File: src/rtl/fetch_sequencer_if.sv
// Fetch-stage bus: instruction-memory port, redirect request and decode handshake.
// The master modport is the fetch sequencer; the slave side is memory plus decode.
interface fetch_sequencer_if;
  logic [31:0] imem_addr;
  logic [31:0] imem_data;
  logic        redirect;
  logic [31:0] redirect_pc;
  logic        instr_valid;
  logic [31:0] instr;
  logic [31:0] instr_pc;
  logic        instr_ready;
  logic        halted;
  logic        fault;

  modport master (
    output imem_addr, instr_valid, instr, instr_pc, halted, fault,
    input  imem_data, redirect, redirect_pc, instr_ready
  );

  modport slave (
    input  imem_addr, instr_valid, instr, instr_pc, halted, fault,
    output imem_data, redirect, redirect_pc, instr_ready
  );
endinterface

File: src/rtl/fetch_sequencer.sv
// Program-counter owner and instruction prefetcher: one fetch per cycle into a
// 2-entry buffer, with redirect/flush, halt-opcode stop and misaligned-target fault.
module fetch_sequencer #(
  parameter logic [31:0] RESET_PC    = 32'h0000_0000,
  parameter logic [5:0]  HALT_OPCODE = 6'b111111
) (
  input  logic               clk,
  input  logic               rst_n,
  fetch_sequencer_if.master  bus
);

  typedef enum logic [1:0] {RUN, HALTED, FAULT} state_e;

  typedef struct packed {
    logic [31:0] pc;
    logic [31:0] word;
  } entry_t;

  state_e            state_q, state_d;
  logic [31:0]       pc_q, pc_d;
  logic [1:0]        cnt_q, cnt_d;
  entry_t [1:0]      slot_q, slot_d;

  logic              valid;
  logic              pop;
  logic              push;
  logic              space;
  logic              halt_hit;
  logic [1:0]        base;

  assign valid    = (cnt_q != 2'd0) && (state_q != FAULT);
  assign pop      = valid && bus.instr_ready;
  assign space    = (cnt_q != 2'd2) || pop;
  assign halt_hit = (bus.imem_data[31:26] == HALT_OPCODE);
  // Slot index the incoming word lands in once this cycle's pop has shifted the FIFO.
  assign base     = cnt_q - {1'b0, pop};

  always_comb begin
    state_d = state_q;
    pc_d    = pc_q;
    cnt_d   = cnt_q;
    slot_d  = slot_q;
    push    = 1'b0;

    if (pop) slot_d[0] = slot_q[1];

    if ((state_q != FAULT) && bus.redirect) begin
      cnt_d = 2'd0;
      if (bus.redirect_pc[1:0] == 2'b00) begin
        pc_d    = bus.redirect_pc;
        state_d = RUN;
      end else begin
        state_d = FAULT;
      end
    end else begin
      if ((state_q == RUN) && space) begin
        if (halt_hit) state_d = HALTED;
        else          push    = 1'b1;
      end
      if (push) begin
        slot_d[base[0]] = entry_t'{pc: pc_q, word: bus.imem_data};
        pc_d            = pc_q + 32'd4;
      end
      cnt_d = base + {1'b0, push};
    end
  end

  always_ff @(posedge clk) begin
    if (!rst_n) begin
      state_q <= RUN;
      pc_q    <= RESET_PC;
      cnt_q   <= 2'd0;
      slot_q  <= '0;
    end else begin
      state_q <= state_d;
      pc_q    <= pc_d;
      cnt_q   <= cnt_d;
      slot_q  <= slot_d;
    end
  end

  assign bus.imem_addr   = pc_q;
  assign bus.instr_valid = valid;
  assign bus.instr       = slot_q[0].word;
  assign bus.instr_pc    = slot_q[0].pc;
  assign bus.halted      = (state_q == HALTED);
  assign bus.fault       = (state_q == FAULT);

endmodule
File: src/flat_wrapper.sv
// flat-port wrapper written by rule: the top's interface ports become plain ports
module fetch_sequencer_flat 
#(
  parameter logic [31:0] RESET_PC    = 32'h0000_0000,
  parameter logic [5:0]  HALT_OPCODE = 6'b111111
)
  (clk, rst_n, bus_imem_addr, bus_instr_valid, bus_instr, bus_instr_pc, bus_halted, bus_fault, bus_imem_data, bus_redirect, bus_redirect_pc, bus_instr_ready);
  fetch_sequencer_if bus_i ();
  input  logic clk;
  input  logic rst_n;
  output wire logic [$bits(bus_i.imem_addr)-1:0] bus_imem_addr;
  output wire logic [$bits(bus_i.instr_valid)-1:0] bus_instr_valid;
  output wire logic [$bits(bus_i.instr)-1:0] bus_instr;
  output wire logic [$bits(bus_i.instr_pc)-1:0] bus_instr_pc;
  output wire logic [$bits(bus_i.halted)-1:0] bus_halted;
  output wire logic [$bits(bus_i.fault)-1:0] bus_fault;
  input wire logic [$bits(bus_i.imem_data)-1:0] bus_imem_data;
  input wire logic [$bits(bus_i.redirect)-1:0] bus_redirect;
  input wire logic [$bits(bus_i.redirect_pc)-1:0] bus_redirect_pc;
  input wire logic [$bits(bus_i.instr_ready)-1:0] bus_instr_ready;
  assign bus_imem_addr = bus_i.imem_addr;
  assign bus_instr_valid = bus_i.instr_valid;
  assign bus_instr = bus_i.instr;
  assign bus_instr_pc = bus_i.instr_pc;
  assign bus_halted = bus_i.halted;
  assign bus_fault = bus_i.fault;
  assign bus_i.imem_data = bus_imem_data;
  assign bus_i.redirect = bus_redirect;
  assign bus_i.redirect_pc = bus_redirect_pc;
  assign bus_i.instr_ready = bus_instr_ready;
  fetch_sequencer #(.RESET_PC(RESET_PC), .HALT_OPCODE(HALT_OPCODE)) u_core (.clk(clk), .rst_n(rst_n), .bus(bus_i));
endmodule
File: config.mk
export PLATFORM = sky130hd
export DESIGN_NAME = fetch_sequencer_flat
export DESIGN_NICKNAME = d
export VERILOG_FILES = /design/src/rtl/fetch_sequencer_if.sv /design/src/rtl/fetch_sequencer.sv /design/src/flat_wrapper.sv
export SDC_FILE = /design/constraint.sdc
export NUM_CORES = 1
export LEC_CHECK = 0
export CORE_UTILIZATION = 40
export CTS_CLUSTER_SIZE = 16
export DETAILED_ROUTE_END_ITERATION = 7
export GPL_TIMING_DRIVEN = 0
export PLACE_DENSITY = 0.65
export SLEW_MARGIN = 20
export SYNTH_ARGS = -nofsm -noshare
export SYNTH_HDL_FRONTEND = slang
export SYNTH_SLANG_ARGS = --single-unit
File: constraint.sdc
create_clock -name clk -period 4.8 [get_ports clk]
set_input_delay 0.96 -clock clk [delete_from_list [all_inputs] [get_ports clk]]
set_output_delay 0.96 -clock clk [all_outputs]
set_load 0.1 [all_outputs]
==> flow_summary.toml <==
[synthesis]
synth_top_area_share = 0.417
synth.distinct_cells = 57
synth-seq-area-share = 0.417
synth_ff_type = "dfxtp_1"
synth-edff-count = 0
async_reset_ff_frac = 0
synth.largest_area_cell = "dfxtp_1"
syn_inst = 1012
yosysWarnings = 0
synth_nets = 1082
synth_area_mm2 = 0.00787
syn_area_per_cell_um2 = 7.77
yosys-top-cells-area = "dfxtp_1 (42%), nand2_1 (10%), a311oi_1 (7.5%)"
ys_ff_latch = 164

[sta]
report.final.slew_viol_count = 0
skew_ns = 0.00890
finalCriticalPeriod_ns = 4.04
tightest_slew_ns = 1.05
fmax_mhz = 247
slew_headroom = 0.296
setup_viol = 0
tns_ns = 0
hold_viol = 0
post-route-period-util = 0.842
rsz0062_at_grt = "false"

[global_routing]
grt_pass1_vias = 7287
grt_max_degree = 17
grt_pass1_wl_um = 39400
gr-usage-all-layers = 0.252
antenna_found_initial = 0
grt-ovfl-total = 0

[setup_path]
end_kind = "primary output"
crit_fanout = 10
worstPathArrival_ns = 3.08
crit_required_ns = 3.84
critical_path_class = "flip-flop to primary output"
worstSetupStartpointType = "flip-flop"

[die]
ios = 167
fp.dieH_um = 142
coreArea_mm2 = 0.0190
dieArea_mm2 = 0.0202
initial_core_util = 0.414
die_x_um = 142
row_count = 50

[clocking]
cts_root_buf = "clkbuf_16"
htreeDepth = 4
cts_resized = 0
cts.clk_slew.worst_paths_ns = 0.06
cts_tree = "done"
cts.sinks = 164
cts_hold_buffers = 0
cts_setup_buffers = 0
cts_buffer_depth = 2
cts_made_buffers = 17
clk_latency_ns = 0.43

[detailed_routing]
num_vias = 7937
drtIter0Drc = 664
drtPass1Iterations = 5
wl_um = 25200
wl_met2_um = 11400
ant_nets = 0
wire_per_inst_um = 17.2
route.met3.wl_um = 1760
highest_layer = "met4"
wl_met1_um = 11500
via_per_inst = 5.40
drc = 0

[place]
portBuffers = 165
dpl-instance-area_mm2 = 0.00984
gp_routability_congestion = 0.911
dp_hpwl_um = 18000

[final_layout]
antenna_cells = 0
final_common_cell = "nand2_1"
fillers = 1814
layout-drive-gt1-share = 0.112
layout.nets = 1266
stdcell_area_mm2 = 0.0104
layout_common_cells = "nand2_1 (220), clkdlybuf4s50_1 (165), dfxtp_1 (164)"
area_growth_pct = 32.5

[hold_path]
holdCritPathClass = "flip-flop to flip-flop"

[power_and_ir_drop]
pwr_density_cell_mw_per_mm2 = 442
peakVddDrop_v = 0.000252
leakagePower_nw = 3.72

[run]
maxCapViolCount = 0

[status]
status = "complete, no violations"
## worst max-delay path, stage by stage, from the launching register on
cell,delay [ns]
dfxtp_1,0.41
nand2b_1,0.12
buf_2,0.21
inv_1,0.09
nor2_1,0.17
clkbuf_1,0.42
clkdlybuf4s50_1,1.24
## worst paths after layout
kind | startpoint | end | slack, ns | cells past startpoint
min | u_core.slot_q[80] | u_core.slot_q[80] | 0.45 | 2
max | u_core.state_q[0] | bus_instr_valid | 0.76 | 6
min reg2reg | u_core.slot_q[80] | u_core.slot_q[80] | 0.45 | 2
max reg2reg | u_core.state_q[0] | u_core.slot_q[127] | 1.20 | 13
## through the flow
step	setup WS (ns)	hold slack (ns)	utilization	std cells	total power [W]
after floorplan	1.36	0.437	-	1012	0.00284
after global placement	0.555	0.442	0.518	1437	0.00326
after detailed placement	0.564	0.447	0.518	1437	0.00327
after CTS	0.774	0.455	0.548	1469	0.00462
after global routing	0.648	0.470	0.548	1469	0.00476
final	0.759	0.454	0.548	1469	0.00461
## Yosys cell counts, types with 2 or more instances
cell,n
a211oi_1,4
a21o_1,3
a21oi_1,85
a221oi_1,3
a2bb2oi_1,2
a311oi_1,67
a31oi_1,4
and3_1,13
and4_1,3
buf_2,23
buf_4,64
buf_6,12
clkbuf_1,53
dfxtp_1,164
ha_1,2
inv_1,10
mux2i_1,2
nand2_1,220
nand2b_1,4
nand3_1,76
nand4_1,8
nor2_1,88
nor3_1,10
nor4_1,9
nor4_2,2
o211a_1,2
o21a_1,4
o21ai_0,24
o221a_2,3
o221ai_1,2
o22ai_1,4
o31a_1,2
o32ai_1,2
or3_1,5
or4_1,8
xnor2_1,2
xor2_1,3
## layout make-up
cell class	instances	area, um^2	area share
clock inverter	7	96.3	0.00924
multi-input combinational	684	3610	0.346
buffer	154	938	0.0900
tap	260	325	0.0312
clock buffer	25	485	0.0466
timing repair buffer	165	1650	0.158
inverter	10	37.5	0.00360
sequential	164	3280	0.315
## flip-flops by register name, summed over array words and instances, names as in the netlist
signal,flops
u_core.bus.imem_addr,32
u_core.cnt_q,2
u_core.bus.instr_pc,32
u_core.slot_q,64
u_core.bus.instr,32
u_core.state_q,2
## where the power goes
group	total, W	leakage [nW]	internal, W	switching, W
clock network	0.00137	0.274	0.000809	0.000556
registers	0.00159	1.34	0.00149	0.0000944
logic	0.00166	2.11	0.000474	0.00119
total	0.00461	3.72	0.00277	0.00184
## layer usage
layer,GRT usage,up-vias
li1,-,3873
met5,0,-
met1,0.348,3673
met3,0.0353,43
met4,0.0968,0
met2,0.397,348
## logic make-up after synthesis
kind of cell | Yosys count | synth area share
buf+inv | 164 | 0.124
xor+xnor | 5 | 0.00557
flops | 164 | 0.417
mux | 2 | 0.00255
compound gates | 219 | 0.188
fa+ha+maj | 2 | 0.00318
simple gates | 456 | 0.259
No activity file was read; power rests on OpenSTA's default activity.
